**config.mk**
```make
export PLATFORM = sky130hd
export DESIGN_NAME = gcm_frame_sequencer
export DESIGN_NICKNAME = d
export VERILOG_FILES = /design/src/rtl/gcm_seq_pkg.sv /design/src/rtl/gcm_frame_sequencer.sv
export SDC_FILE = /design/constraint.sdc
export NUM_CORES = 1
export LEC_CHECK = 0
export ABC_AREA = 1
export BUFFER_PORTS_ARGS = -buffer_cell sky130_fd_sc_hd__buf_2
export CORE_AREA = 2 2 287 289
export CTS_BUF_LIST = sky130_fd_sc_hd__clkbuf_16
export CTS_CLUSTER_SIZE = 20
export DETAILED_ROUTE_END_ITERATION = 10
export DIE_AREA = 0 0 289 291
export PLACE_DENSITY = 0.43
export SETUP_SLACK_MARGIN = 0.15
export SLEW_MARGIN = 0
export SYNTH_ARGS = -nofsm -noshare
export SYNTH_HDL_FRONTEND = slang
export SYNTH_SLANG_ARGS = --single-unit
```
**constraint.sdc**
```tcl
create_clock -name i_clock -period 1.8 [get_ports i_clock]
set_clock_uncertainty 0.05 [all_clocks]
set_input_delay 0.36 -clock i_clock [delete_from_list [all_inputs] [get_ports i_clock]]
set_output_delay 0.36 -clock i_clock [all_outputs]
set_load 0.03 [all_outputs]
```
**src/rtl/gcm_seq_pkg.sv**
```systemverilog
// Shared constants, state encoding and length helper for gcm_frame_sequencer.
package gcm_seq_pkg;

   localparam int unsigned NB_BLOCK        = 128;
   localparam int unsigned N_BLOCKS        = 2;
   localparam int unsigned NB_DATA         = N_BLOCKS * NB_BLOCK;
   localparam int unsigned NB_LEN          = 64;
   localparam int unsigned NB_WCNT         = 16;
   localparam int unsigned KEY_WAIT_CYCLES = 16;
   localparam int unsigned SOP_GAP         = 1;
   localparam int unsigned TIMEOUT_CYCLES  = 255;
   localparam int unsigned LEN_SHIFT       = $clog2(NB_DATA);
   localparam int unsigned NB_WAIT         = 8;

   typedef enum logic [2:0] {
      ST_IDLE     = 3'd0,
      ST_KEY_UPD  = 3'd1,
      ST_KEY_WAIT = 3'd2,
      ST_SOP      = 3'd3,
      ST_GAP      = 3'd4,
      ST_DATA     = 3'd5,
      ST_WAIT_TAG = 3'd6
   } state_t;

   // Plaintext length in bits: word count scaled by the data word width.
   function automatic logic [NB_LEN-1:0] frame_len_bits(input logic [NB_WCNT-1:0] words);
      return NB_LEN'(words) << LEN_SHIFT;
   endfunction

endpackage

```
**src/rtl/gcm_frame_sequencer.sv**
```systemverilog
// Frame/key-update sequencer in front of gcm_aes_cipher; one frame in flight at a time.
// Optional build macro GCM_SEQ_TAG_TIMEOUT_EN adds a bounded wait for the cipher tag.
module gcm_frame_sequencer
   import gcm_seq_pkg::*;
(
   input  logic               i_clock,
   input  logic               i_reset_n,
   input  logic               i_req_valid,
   output logic               o_req_ready,
   input  logic [NB_WCNT-1:0] i_req_words,
   input  logic [NB_LEN-1:0]  i_req_length_aad,
   input  logic               i_data_valid,
   output logic               o_data_ready,
   input  logic [NB_DATA-1:0] i_data,
   input  logic               i_key_update_req,
   input  logic               i_cipher_tag_ready,
   input  logic               i_cipher_fault,
   output logic               o_sop,
   output logic               o_valid_text,
   output logic [NB_DATA-1:0] o_plaintext,
   output logic [NB_LEN-1:0]  o_length_plaintext,
   output logic [NB_LEN-1:0]  o_length_aad,
   output logic               o_update_key,
   output logic               o_clear_fault,
   output logic               o_busy,
   output logic               o_error
);

   state_t             state;
   logic [NB_WCNT-1:0] word_cnt;
   logic [NB_WAIT-1:0] wait_cnt;
   logic               key_pending;
   logic               key_req_any_c;
   logic               data_take_c;

   assign key_req_any_c = key_pending | i_key_update_req;
   assign data_take_c   = i_data_valid & o_data_ready;

   // Sequencer FSM; every output is produced as the value for the coming cycle.
   always_ff @(posedge i_clock or negedge i_reset_n) begin
      if (!i_reset_n) begin
         state              <= ST_IDLE;
         word_cnt           <= '0;
         wait_cnt           <= '0;
         key_pending        <= 1'b0;
         o_req_ready        <= 1'b0;
         o_data_ready       <= 1'b0;
         o_sop              <= 1'b0;
         o_valid_text       <= 1'b0;
         o_plaintext        <= '0;
         o_length_plaintext <= '0;
         o_length_aad       <= '0;
         o_update_key       <= 1'b0;
         o_clear_fault      <= 1'b0;
         o_busy             <= 1'b0;
         o_error            <= 1'b0;
      end else begin
         o_sop         <= 1'b0;
         o_update_key  <= 1'b0;
         o_valid_text  <= 1'b0;
         o_plaintext   <= '0;
         o_req_ready   <= 1'b0;
         o_data_ready  <= 1'b0;
         o_busy        <= (state != ST_IDLE);
         o_clear_fault <= i_cipher_fault;
         o_error       <= o_error | i_cipher_fault;
         key_pending   <= key_req_any_c;

         case (state)
            ST_IDLE: begin
               // An accepted handshake wins; a key request in the same cycle stays pending.
               if (i_req_valid && o_req_ready) begin
                  state              <= ST_SOP;
                  o_sop              <= 1'b1;
                  o_busy             <= 1'b1;
                  word_cnt           <= i_req_words;
                  o_length_plaintext <= frame_len_bits(i_req_words);
                  o_length_aad       <= i_req_length_aad;
               end else if (key_req_any_c) begin
                  state        <= ST_KEY_UPD;
                  o_update_key <= 1'b1;
                  o_busy       <= 1'b1;
                  key_pending  <= 1'b0;
               end else begin
                  o_req_ready <= 1'b1;
               end
            end

            ST_KEY_UPD: begin
               state    <= ST_KEY_WAIT;
               wait_cnt <= NB_WAIT'(KEY_WAIT_CYCLES);
            end

            ST_KEY_WAIT: begin
               if (wait_cnt == NB_WAIT'(1)) begin
                  state       <= ST_IDLE;
                  o_busy      <= 1'b0;
                  o_req_ready <= !key_req_any_c;
               end else begin
                  wait_cnt <= wait_cnt - NB_WAIT'(1);
               end
            end

            ST_SOP: begin
               state    <= ST_GAP;
               wait_cnt <= NB_WAIT'(SOP_GAP);
            end

            ST_GAP: begin
               if (wait_cnt == NB_WAIT'(1)) begin
                  if (word_cnt == NB_WCNT'(0)) begin
                     state <= ST_WAIT_TAG;
`ifdef GCM_SEQ_TAG_TIMEOUT_EN
                     wait_cnt <= NB_WAIT'(TIMEOUT_CYCLES);
`endif
                  end else begin
                     state        <= ST_DATA;
                     o_data_ready <= 1'b1;
                  end
               end else begin
                  wait_cnt <= wait_cnt - NB_WAIT'(1);
               end
            end

            ST_DATA: begin
               o_data_ready <= 1'b1;
               if (data_take_c) begin
                  o_valid_text <= 1'b1;
                  o_plaintext  <= i_data;
                  word_cnt     <= word_cnt - NB_WCNT'(1);
                  if (word_cnt == NB_WCNT'(1)) begin
                     state        <= ST_WAIT_TAG;
                     o_data_ready <= 1'b0;
`ifdef GCM_SEQ_TAG_TIMEOUT_EN
                     wait_cnt <= NB_WAIT'(TIMEOUT_CYCLES);
`endif
                  end
               end
            end

            ST_WAIT_TAG: begin
               if (i_cipher_tag_ready) begin
                  state       <= ST_IDLE;
                  o_busy      <= 1'b0;
                  o_req_ready <= !key_req_any_c;
               end
`ifdef GCM_SEQ_TAG_TIMEOUT_EN
               else if (wait_cnt == NB_WAIT'(1)) begin
                  state         <= ST_IDLE;
                  o_busy        <= 1'b0;
                  o_req_ready   <= !key_req_any_c;
                  o_error       <= 1'b1;
                  o_clear_fault <= 1'b1;
               end else begin
                  wait_cnt <= wait_cnt - NB_WAIT'(1);
               end
`endif
            end

            default: begin
               state <= ST_IDLE;
            end
         endcase
      end
   end

endmodule
```
* Word-level counts from Yosys, hierarchy flattened
Index checks and enable logic that the tools add are counted.
Widths: inputs -> output; s select.
** Storage, ports and cells
- Bits in registers :: 372
- Output and inout port bits :: 392
- Logic and storage cells :: 88
** Cells by class
- Add/subtract/negate cells :: 2
- Muxes and demuxes :: 40
- Eq/ne operators :: 16
- Bitwise operators :: 3
- Reduce and logical (&&, ||, !) cells :: 12
** Operator list (count)
- $mux 256 :: 2
- $mux 16 :: 2
- $pmux 16 s2 :: 1
- $pmux 8 s3 :: 1
- $mux 1 :: 21
- $mux 3 :: 7
- $pmux 3 s7 :: 1
- $eq 16x1->1 const B :: 1
- $logic_not 16->1 :: 1
- $sub 16x1->16 const B :: 1
- $ne 2x2->1 const B :: 7
- $eq 3x3->1 const B :: 3
- $eq 8x1->1 const B :: 1
- $mux 8 :: 1
- $sub 8x1->8 const B :: 1
- $eq 3x2->1 const B :: 2
- $pmux 1 s3 :: 2
- $reduce_and 6->1 :: 1
- $reduce_bool 3->1 :: 2
- $reduce_and 2->1 :: 2
- $eq 3x1->1 const B :: 1
- $logic_not 3->1 :: 1
- $ne 3x3->1 const B :: 1
- $reduce_and 3->1 :: 1
- 8 further kinds :: 9

* Logic depth before layout (Yosys ltp)
Gate-level depths: netlist of run 1.
- Depth after elaboration :: 4
- Depth in mapped cells :: 10
- Mapped depth without buffers :: 10

* Worst setup path before layout of run 1
Ideal clock, no wire load.
- Path kind :: register to register
- Start point :: reg word_cnt[0]
- End point :: reg word_cnt[10]
- Data arrival time :: 1327 ps
- Slack :: 300 ps
- Buffers on the path :: 0
- Required time :: 1627 ps
- Stages on the path, launching flop included :: 10
- Period minus slack after synthesis :: 1500 ps
- Path through :: dfrtp_1 -> inv_1 -> ha_1 -> inv_1 -> nor2_1 -> nand2_1 -> nor2_1 -> o21ai_0 -> o21ai_0 -> nand2_1
** On the way
- Word-level cells in the longest chain between the ends :: 3
** Ends and longest elaborated chain
- from (decl) :: RTL line gcm_frame_sequencer.sv:30 : logic [NB_WCNT-1:0] word_cnt;
- from (signal assigned) :: RTL line gcm_frame_sequencer.sv:76 : word_cnt <= i_req_words;
- from (signal assigned) :: RTL line gcm_frame_sequencer.sv:130 : word_cnt <= word_cnt - NB_WCNT'(1);
- $sub 16x1->16 :: RTL line gcm_frame_sequencer.sv:130
- $mux 16 :: RTL line gcm_frame_sequencer.sv:127 : if (data_take_c) begin
- $pmux 16 s2 :: RTL line gcm_frame_sequencer.sv:69 : case (state)
No other way between the ends. The select of a mux whose other input is x is not followed.
A chain may end at the register's enable or synchronous reset.

* Final worst setup path of run 1
- Start point :: reg o_plaintext[9]
- End point :: out o_plaintext[9]
** RTL lines
- from (decl) :: RTL line gcm_frame_sequencer.sv:20 : output logic [NB_DATA-1:0] o_plaintext,
- from (signal assigned) :: RTL line gcm_frame_sequencer.sv:129 : o_plaintext <= i_data;
No word-level cell between the ends.

==> results by group, run 1 <==
Outcome
  – Status: completed

Clock tree
  – Clk pin slew, worst setup/hold paths: 0.06 ns
  – Root Driver: clkbuf_16
  – H-tree depth: 2
  – CTS tree: yes
  – Clock Path Buffers: 3
  – Clk sink count: 372
  – Inserted Clock Buffers: 47
  – Worst skew pair latency: 0.58 ns

Yosys
  – Synthesized area: 0.01418 mm2
  – Synth async-reset ratio: 1.000
  – EDFF count, synth: 0
  – Synth unique cells: 32
  – Number of synthesis warnings: 0
  – Ranking of synthesized cells by area: dfrtp_1, nand2_1, nor2_1
  – Count leader, synth: nand2_1
  – Area share of the largest cell type after synthesis: 0.6565
  – Synth Instances: 1,540
  – Commonest cells in the synthesized netlist: nand2_1, dfrtp_1, nor2_1
  – Avg Synthesized Cell Area: 9.208 um2
  – Seq cells post-synth: 372
  – Synth Flop Type: dfrtp_1
  – Largest area contributor in the netlist: dfrtp_1
  – Sequential share of the synthesized area: 0.6565

STA
  – Max Fclk: 625.5 MHz
  – Worst Max-Slew Pin Slew: 0.6689 ns
  – Post-route minimum period: 1.599 ns
  – Max-slew headroom: 0.5541
  – Unrepaired setup endpoints after global routing: true
  – Final hold violation count: 0
  – Fin crit share: 0.8881
  – Setup_tns: 0 ns
  – Endpoints failing setup: 0
  – Final Max Slew Viols: 0
  – Final worst slack: 0.2013 ns

Detailed routing
  – Via count: 13,740
  – Routed len/inst: 14.78 um
  – Drt initial violations: 595
  – WL final: 54.63 mm
  – Number of remaining DRC errors: 0
  – Vias per cell: 3.717
  – Pre-antenna DRT Iters: 4
  – Post-route ant nets: 0

Pwr
  – Pwr dens: 779.6 mW/mm2
  – Peak VDD IR: 547.7 uV
  – Leakage: 0.01254 uW

Finish
  – Area delta synth->final: 70.10%
  – Ant diodes: 0
  – Layout Nets: 2,938
  – Share of cells above drive strength 1: 0.3262
  – Sequential cell area: 0.009311 mm2
  – Fill cells: 8,667
  – Multi-input gate area: 0.004244 mm2

Placed design
  – IO buf count: 686
  – Pre-CTS WS: 0.1470 ns
  – Placer Congestion: 0.7863
  – HPWL after DPL: 38.05 mm

Setup path
  – Worst Path Max Fanout: 1
  – CP Cell Sequence: buf_6
  – Cell family with most CP delay: flip-flops
  – Worst Path Arrival: 1.19 ns
  – CP Launch Type: flop
  – WP buf/inv: 1
  – Launching point of the worst reg2reg path: state[0]$_DFFE_PN0P_
  – R2r setup slk: 0.21 ns
  – Critical Path Sink Type: primary output
  – Worst Reg2Reg Path Length in Cells: 8
  – Worst Path Required: 1.39 ns
  – FF-to-FF End: wait_cnt[4]$_DFFE_PN0P_
  – Max incr delay on CP: 0.44 ns
  – Worst-path cell with the longest stage delay: dfrtp_1
  – Setup Crit Path Kind: flop to primary output

Hold path
  – Hold crit path type: input port to flop
  – Hold path cells: 3
  – Hold path startpoint: i_data[114]
  – Hold path endpoint: o_plaintext[114]$_DFF_PN0_

Floorplan
  – Initial Utilization: 0.1746
  – I/O pin total: 735
  – DIE HEIGHT: 291 um
  – DIE AREA: 0.08410 mm2
  – Core Region: 0.08119 mm2
  – Die Width: 289 um
  – Rows: 105

Global route
  – Vias in the first global route: 14,400
  – Total GRT Usage: 0.1247
  – Largest net degree at the start of global routing: 120
  – Total congestion overflow: 0
  – Initial antenna violation count: 1
  – First-pass GRT wire length: 82.28 mm

Flow run
  – Number of max-cap violations: 0
[report_power, final]
group          internal (uW)  switching (uW)
Combinational            779             580
Clock                   5260            3820
Sequential              8370           0.204
Total                  14400            4400
[layer usage]
layer / share of wire / vias up / GRT usage / routed length (um)
li1: - / 6671 / - / -
met1: 0.40 / 6468 / 0.1465 / 22060
met2: 0.50 / 497 / 0.2180 / 27070
met3: 0.066 / 104 / 0.03158 / 3579
met4: 0.035 / 2 / 0.04413 / 1914
met5: 0.00013 / - / 0 / 7
[cells in the final DEF, fill, tap and decap left out, types with 2 or more instances in the layout]
cell type      Yosys  layout
nand2_2            1       7
o21ai_0           32      28
inv_6              0       3
clkbuf_16          0      49
dfrtp_2            0       2
nand2_1          584     578
inv_1             41      46
nor2_2             4       8
nor3_1             4       4
clkinv_1           0      11
clkinv_2           0       6
dlygate4sd3_1      0     326
or2_2              2       2
bufinv_16          0       3
nor2_4             2       4
buf_12             0      16
inv_2              3       9
ha_1               5       4
nand4_1            3       3
buf_16             0       3
a21oi_1            9       9
buf_2             40     672
conb_1             1      48
nand3_1           30      30
dfrtp_1          372     370
buf_4             52      53
buf_6              0       7
nor2_1           301     295
o21ai_1            8      12
[registers in the layout, summed over array words and instances (netlist names)]
name and flops:
o_data_ready 1, word_cnt 16, o_length_aad 64, o_length_plaintext 16
o_error 1, o_sop 1, state 3, o_clear_fault 1
o_valid_text 1, o_busy 1, key_pending 1, o_update_key 1
o_req_ready 1, wait_cnt 8, o_plaintext 256
[per-stage QoR]
| stage | instance area (um2) | instances | util | hold slack (ns) | total power [uW] |
|---|---|---|---|---|---|
| CTS | 23950 | 3692 | 0.2950 | 0.001625 | 19220 |
| finish | 24120 | 3697 | 0.2971 | 0.04189 | 18800 |
| detailed placement | 19150 | 3279 | 0.2359 | 0.1970 | 9310 |
| global route | 24120 | 3697 | 0.2971 | 0.03172 | 19600 |
| floorplan | 14360 | 1587 | - | 0.01441 | 8745 |
| global placement | 19150 | 3279 | 0.2359 | 0.2012 | 9316 |
[final cells by class]
cell class,count,area share
Clock inverter,38,0.01100
Tap cell,1070,0.05551
Clock buffer,48,0.04980
Timing Repair Buffer,1081,0.3145
Multi-Input combinational cell,1044,0.1760
Inverter,44,0.007159
Sequential cell,372,0.3861
[what timing repair did]
| item | 4_1_cts | 5_1_grt |
|---|---|---|
| resized for setup | 15 | 39 |
| endpoints found under the hold margin | 593 | 0 |
| endpoints found under the setup margin | 14 | 176 |
| setup buffers | 0 | 3 |
| cloned | 1 | 2 |
| pin swaps | 0 | 6 |
| hold buffers | 326 | 0 |
[cell families after synthesis]
kind of cell	Yosys count	share of synthesized area
simple gates	935	0.2550
flops	372	0.6565
buf+inv	171	0.06256
compound gates	55	0.02065
fa+ha+maj	5	0.004412
xor+xnor	1	0.0006178
other cells	1	0.0002645
[worst max path at each step]
stage                                  start                    endpoint  slack, ns  cells past startpoint
global placement                i_data_valid  o_plaintext[196]$_DFF_PN0_       0.17                      7
CTS                    o_req_ready$_DFF_PN0_                 o_req_ready       0.13                      1
finish              o_plaintext[9]$_DFF_PN0_              o_plaintext[9]       0.20                      1
detailed placement              i_data_valid  o_plaintext[196]$_DFF_PN0_       0.15                      7
floorplan            word_cnt[0]$_DFFE_PN0P_    word_cnt[10]$_DFFE_PN0P_       0.30                      9
global route            state[1]$_DFFE_PN0P_    word_cnt[10]$_DFFE_PN0P_       0.11                      9
Note: power is estimated with default switching activity, not from simulation.
==> run 2, diff against run 1 <==
==> constraint.sdc (replaced) <==
create_clock -name i_clock -period 1.8 [get_ports i_clock]
set_clock_uncertainty 0.05 [all_clocks]
set_input_delay 0.18 -clock i_clock [delete_from_list [all_inputs] [get_ports i_clock]]
set_output_delay 0.18 -clock i_clock [all_outputs]
set_load 0.03 [all_outputs]
==> results by group, run 2 (same netlist as run 1, synthesis figures left out) <==
Clock tree
  – Inserted Clock Buffers: 46 (-2.1%)
  – Clk sink count: 372 (unchanged)
  – Clk pin slew, worst setup/hold paths: 0.06 ns (about the same)
  – Root Driver: clkbuf_16
  – Clock Path Buffers: 3 (unchanged)
  – Worst skew pair latency: 0.59 ns (about the same)
  – H-tree depth: 2 (unchanged)
  – CTS tree: yes

Floorplan
  – Rows: 105 (unchanged)
  – DIE HEIGHT: 291 um (unchanged)
  – Initial Utilization: 0.1746 (unchanged)
  – I/O pin total: 735 (unchanged)
  – DIE AREA: 0.08410 mm2 (unchanged)
  – Die Width: 289 um (unchanged)
  – Core Region: 0.08119 mm2 (unchanged)

Setup path
  – CP Launch Type: flop
  – Launching point of the worst reg2reg path: state[1]$_DFFE_PN0P_
  – Worst Path Max Fanout: 23 (+22)
  – Critical path origin: state[1]$_DFFE_PN0P_
  – Worst Path Arrival: 1.97 ns (+0.78 ns)
  – Worst Reg2Reg Path Length in Cells: 6 (-2)
  – Setup Crit Path Kind: flop to flop
  – Worst Path Required: 2.22 ns (+0.83 ns)
  – Critical Path Sink Type: flop

Detailed routing
  – Vias per cell: 3.690 (-0.72%)
  – WL met2: 27.31 mm (+0.92%)
  – Drt initial violations: 543 (-8.7%)
  – Number of remaining DRC errors: 0 (unchanged)
  – Pre-antenna DRT Iters: 4 (unchanged)
  – Highest metal layer with signal wires: met5
  – WL final: 55.73 mm (+2.0%)
  – Via count: 13,690 (-0.40%)
  – Met3 WL: 3.547 mm (-0.89%)
  – Post-route ant nets: 0 (unchanged)
  – Met1 WL: 23.06 mm (+4.5%)
  – Routed len/inst: 15.03 um (+1.7%)

STA
  – Final worst slack: 0.2463 ns (+0.04492 ns)
  – Unrepaired setup endpoints after global routing: true
  – Setup_tns: 0 ns (unchanged)
  – Final hold violation count: 0 (unchanged)
  – Fin crit share: 0.8632 (-0.02496)
  – Post-route minimum period: 1.554 ns (-0.04492 ns)
  – WHS: 0.1122 ns (+0.07034 ns)
  – Worst Max-Slew Pin Slew: 0.7935 ns (+0.1246 ns)
  – Max-slew headroom: 0.4693 (-0.08482)
  – Final Max Slew Viols: 0 (unchanged)
  – Endpoints failing setup: 0 (unchanged)
  – Max Fclk: 643.6 MHz (+2.9%)

Finish
  – Reg with most FFs: o_plaintext
  – Fill cells: 8,623 (-0.51%)
  – Area delta synth->final: 70.55%
  – Max reg flops: 256 (unchanged)
  – Layout Nets: 2,951 (+0.44%)
  – Share of cells above drive strength 1: 0.3210 (-0.005273)
  – Ant diodes: 0 (unchanged)
  – Largest registers: o_plaintext (256), o_length_aad (64)
  – Most common cell after layout, fill and taps aside: buf_2
  – Finished Core Util: 0.2979 (+0.0008010)
  – Most frequent cells in the layout: buf_2, nand2_1, dfrtp_1

Global route
  – Total congestion overflow: 0 (unchanged)
  – Total GRT Usage: 0.1258 (+0.001074)
  – Largest net degree at the start of global routing: 117 (-2.5%)
  – Initial antenna violation count: 3 (+2)
  – First-pass GRT wire length: 82.45 mm (+0.21%)
  – Vias in the first global route: 14,160 (-1.7%)

Pwr
  – Leakage: 0.01259 uW (+0.38%)
  – Power Total: 18,350 uW (-2.4%)
  – Peak VDD IR: 555.0 uV (+1.3%)
  – Pwr dens: 758.7 mW/mm2 (-2.7%)

Flow run
  – Number of max-cap violations: 0 (unchanged)

Hold path
  – Hold path cells: 5 (+2)
  – Hold path startpoint: i_req_valid
  – Hold crit path type: input port to flop

Placed design
  – HPWL after DPL: 38.23 mm (+0.45%)
  – Placer Congestion: 0.7945 (+1.0%)
  – IO buf count: 686 (unchanged)
  – Pre-CTS WS: 0.1381 ns (-0.008877 ns)

Outcome
  – Status: completed
-- run 2: cell count changes in the layout (fill, tap and decap cells not counted), moves of 4 or more --
cell / change
clkinv_1: -5
clkinv_2: +4
buf_4: -17
dlygate4sd3_1: +18
inv_1: +6
buf_12: +4
buf_2: +13
buf_6: -4
inv_2: -6
-- run 2: cell type report --
class                   instances  area (um2)  share of cell area
flip-flops and latches        372        9310              0.3850
repair buffers               1095        7756              0.3207
multi-input cells            1044        4229              0.1749
well taps                    1070        1339             0.05536
clock buffers                  47        1176             0.04863
clock inverters                37       198.9            0.008226
inverters                      44       175.2            0.007243
-- run 2: repair_timing --
action                                 in CTS  in global routing
cloned                                      1                  2
endpoints found under the hold margin     580                  1
setup endpoints to repair                  23                141
buffers inserted                            2                  3
resized for setup                           4                 22
hold buffers                              343                  1
pin swaps                                   1                  5
-- run 2: worst max-delay path: stages (launching register included) --
cell and delay (ns):
dfrtp_2 0.46, inv_4 0.09, nand3_4 0.13, buf_6 0.17
bufbuf_16 0.30, a21oi_1 0.16, o21ai_1 0.07
-- run 2: power by group --
group,switching (uW),internal [uW],leakage (uW)
combinational,594,812,0.00674
sequential,0.248,8370,0.00512
clock,3830,4750,0.000724
-- run 2: metal layers --
metal	global-route usage	vias to the layer above
met5	0	-
met4	0.04300	4
met3	0.03166	97
met2	0.2167	467
met1	0.1512	6411
li1	-	6708
-- run 2: path summary, 6_finish.rpt --
kind                                                      endpoint  slack [ns]
max in group asynchronous               o_plaintext[213]$_DFF_PN0_        0.29
worst min-delay path                        o_update_key$_DFF_PN0_        0.11
worst max-delay path                       word_cnt[6]$_DFFE_PN0P_        0.25
worst max register to register             word_cnt[6]$_DFFE_PN0P_        0.25
worst min register to register  o_length_plaintext[23]$_DFFE_PN0N_        0.41
min in group asynchronous               o_plaintext[221]$_DFF_PN0_        0.21
-- run 2: through the flow --
stage          instance area (um2)  std cells
2_1_floorplan                14360       1587
3_3_place_gp                 19140       3273
3_5_place_dp                 19140       3273
4_1_cts                      24030       3703
5_1_grt                      24180       3709
6_report                     24180       3709
==> run 3, diff against run 2 <==
--- a/config.mk
+++ b/config.mk
@@ -12,7 +12,6 @@
 export CTS_CLUSTER_SIZE = 20
 export DETAILED_ROUTE_END_ITERATION = 10
 export DIE_AREA = 0 0 289 291
-export PLACE_DENSITY = 0.43
 export SETUP_SLACK_MARGIN = 0.15
 export SLEW_MARGIN = 0
 export SYNTH_ARGS = -nofsm -noshare
==> results by group, run 3 (same netlist as run 1, synthesis figures left out) <==
Setup path
  – Launching point of the worst reg2reg path: state[1]$_DFFE_PN0P_
  – Worst Path Arrival: 2.01 ns (+0.04 ns)
  – CP Cell Sequence: inv_2, nand3_4, buf_4, buf_12, buf_4, nor2_1
  – Crit-path most repeated cell: buf_4
  – R2r setup slk: 0.21 ns (-0.04 ns)
  – Worst Reg2Reg Path Length in Cells: 6 (unchanged)
  – Worst Path Max Fanout: 52 (+130%)
  – Setup Crit Path Kind: flop to flop
  – Max incr delay on CP: 0.45 ns (about the same)
  – Crit path capture: o_plaintext[6]$_DFF_PN0_
  – Critical path origin: state[1]$_DFFE_PN0P_
  – Critical Path Sink Type: flop
  – Worst Path Required: 2.22 ns (about the same)
  – CP Launch Type: flop
  – FF-to-FF End: o_plaintext[6]$_DFF_PN0_
  – Worst-path cell with the longest stage delay: dfrtp_2

Finish
  – Most common cell after layout, fill and taps aside: buf_2
  – Sequential cell area: 0.009313 mm2 (about the same)
  – Share of cells above drive strength 1: 0.3293 (+0.008355)
  – Finished Core Util: 0.2979 (about the same)
  – Most frequent cells in the layout: buf_2, nand2_1, dfrtp_1
  – Multi-input gate area: 0.004229 mm2 (unchanged)
  – Max reg flops: 256 (unchanged)
  – Area delta synth->final: 70.55% (about the same)
  – Fill cells: 8,371 (-2.9%)
  – Largest registers: o_plaintext (256), o_length_aad (64)
  – Layout Nets: 2,966 (+0.51%)
  – Reg with most FFs: o_plaintext

Clock tree
  – CTS tree: yes
  – H-tree depth: 2 (unchanged)
  – Root Driver: clkbuf_16
  – Inserted Clock Buffers: 44 (-4.3%)
  – Clock Path Buffers: 3 (unchanged)
  – Clk sink count: 372 (unchanged)
  – Worst skew pair latency: 0.55 ns (-0.04 ns)
  – Clk pin slew, worst setup/hold paths: 0.06 ns (about the same)

Outcome
  – Status: completed

Floorplan
  – I/O pin total: 735 (unchanged)
  – Initial Utilization: 0.1746 (unchanged)
  – Rows: 105 (unchanged)
  – Die Width: 289 um (unchanged)
  – DIE HEIGHT: 291 um (unchanged)
  – Core Region: 0.08119 mm2 (unchanged)
  – DIE AREA: 0.08410 mm2 (unchanged)

Global route
  – Total GRT Usage: 0.1237 (-0.002065)
  – Initial antenna violation count: 7 (+4)
  – GRT Max-Usage Layer: met2
  – Met3 Use GR: 0.03801 (+0.006348)
  – Met2 Track Usage GR: 0.2047 (-0.01190)
  – Total congestion overflow: 0 (unchanged)
  – Vias in the first global route: 14,460 (+2.1%)
  – Largest net degree at the start of global routing: 90 (-23%)
  – Met1 usage: 0.1485 (-0.002707)
  – First-pass GRT wire length: 81.37 mm (-1.3%)

Detailed routing
  – Post-route ant nets: 0 (unchanged)
  – Via count: 14,030 (+2.5%)
  – WL final: 53.76 mm (-3.5%)
  – Number of remaining DRC errors: 0 (unchanged)
  – Vias per cell: 3.771 (+2.2%)
  – Drt initial violations: 689 (+27%)
  – Routed len/inst: 14.44 um (-3.9%)
  – Pre-antenna DRT Iters: 4 (unchanged)

STA
  – Max Fclk: 628.4 MHz (-2.4%)
  – Final Max Slew Viols: 0 (unchanged)
  – Setup_tns: 0 ns (unchanged)
  – Final hold violation count: 0 (unchanged)
  – Endpoints failing setup: 0 (unchanged)
  – Fin crit share: 0.8841 (+0.02094)
  – Post-route minimum period: 1.591 ns (+0.03770 ns)
  – Unrepaired setup endpoints after global routing: true

Placed design
  – HPWL after DPL: 37.90 mm (-0.86%)
  – IO buf count: 686 (unchanged)
  – Placer Congestion: 0.8619 (+8.5%)

Hold path
  – Hold path cells: 3 (-2)
  – Hold crit path type: input port to flop

Pwr
  – Leakage: 0.01257 uW (-0.16%)
  – Pwr dens: 759.0 mW/mm2 (about the same)
  – Peak VDD IR: 612.0 uV (+10%)

Flow run
  – Number of max-cap violations: 0 (unchanged)
run 3: changes by cell type in the layout (fill, tap and decap cells not counted), moves of 2 or more:
cell,change
buf_16,-3
inv_2,+5
inv_1,-14
dfrtp_1,-2
clkinv_1,+4
dlygate4sd3_1,-5
nand2_2,-2
buf_6,-2
dfrtp_2,+2
clkbuf_16,-4
nand2_1,+2
buf_4,+30
bufinv_16,+3
run 3: stage by stage:
step           cell area [um2]  std cells  setup slack [ns]  power, uW  hold WS (ns)
3_3_place_gp             19250       3290            0.1090       9318      0.004704
5_1_grt                  24180       3721            0.1280      19150       0.02218
2_1_floorplan            14360       1587            0.2997       8745       -0.1656
4_1_cts                  24080       3714            0.1463      18700       0.02559
6_report                 24180       3722            0.2086      18360       0.01544
3_5_place_dp             19250       3290           0.03777       9320      0.001835
run 3: power breakdown:
group          switching [uW]  internal [uW]
clock network            3610           4980
logic                     598            798
registers               0.239           8370
run 3: metal layers:
metal / vias up / wire length (um)
met1: 6614 / 21850
met2: 554 / 25340
met3: 126 / 4335
met4: 8 / 2172
met5: - / 57
li1: 6732 / -
run 3: final cells by class:
cell class / count / share of cell area
sequential: 372 / 0.3851
timing repair buffer: 1112 / 0.3202
multi-input combinational: 1044 / 0.1749
tap: 1070 / 0.05536
clock buffer: 45 / 0.04656
clock inverter: 34 / 0.01066
inverter: 44 / 0.007140
antenna: 1 / 0.0001035
run 3: how the worst min path moves through the flow:
stage / start / end / slack [ns]
2_1_floorplan: i_reset_n / key_pending$_DFF_PN0_ / -0.17
3_3_place_gp: i_reset_n / o_plaintext[244]$_DFF_PN0_ / 0.005
3_5_place_dp: i_reset_n / o_plaintext[233]$_DFF_PN0_ / 0.002
4_1_cts: i_req_valid / o_update_key$_DFF_PN0_ / 0.03
5_1_grt: i_reset_n / o_plaintext[244]$_DFF_PN0_ / 0.02
6_report: i_data[7] / o_plaintext[7]$_DFF_PN0_ / 0.02
run 3: what timing repair did:
item / CTS / global route
setup endpoints to repair: 9 / 96
hold endpoints to repair: 722 / 0
setup buffers: 5 / 8
pin swaps: 1 / 5
hold buffers: 340 / 0
resized for setup: 3 / 20
run 3: critical path: cells and delay by family (launching register included):
family,cells,cell delay (ns)
flip-flops,1,0.45
AND/OR/NAND/NOR,2,0.29
buffers and inverters,4,0.66
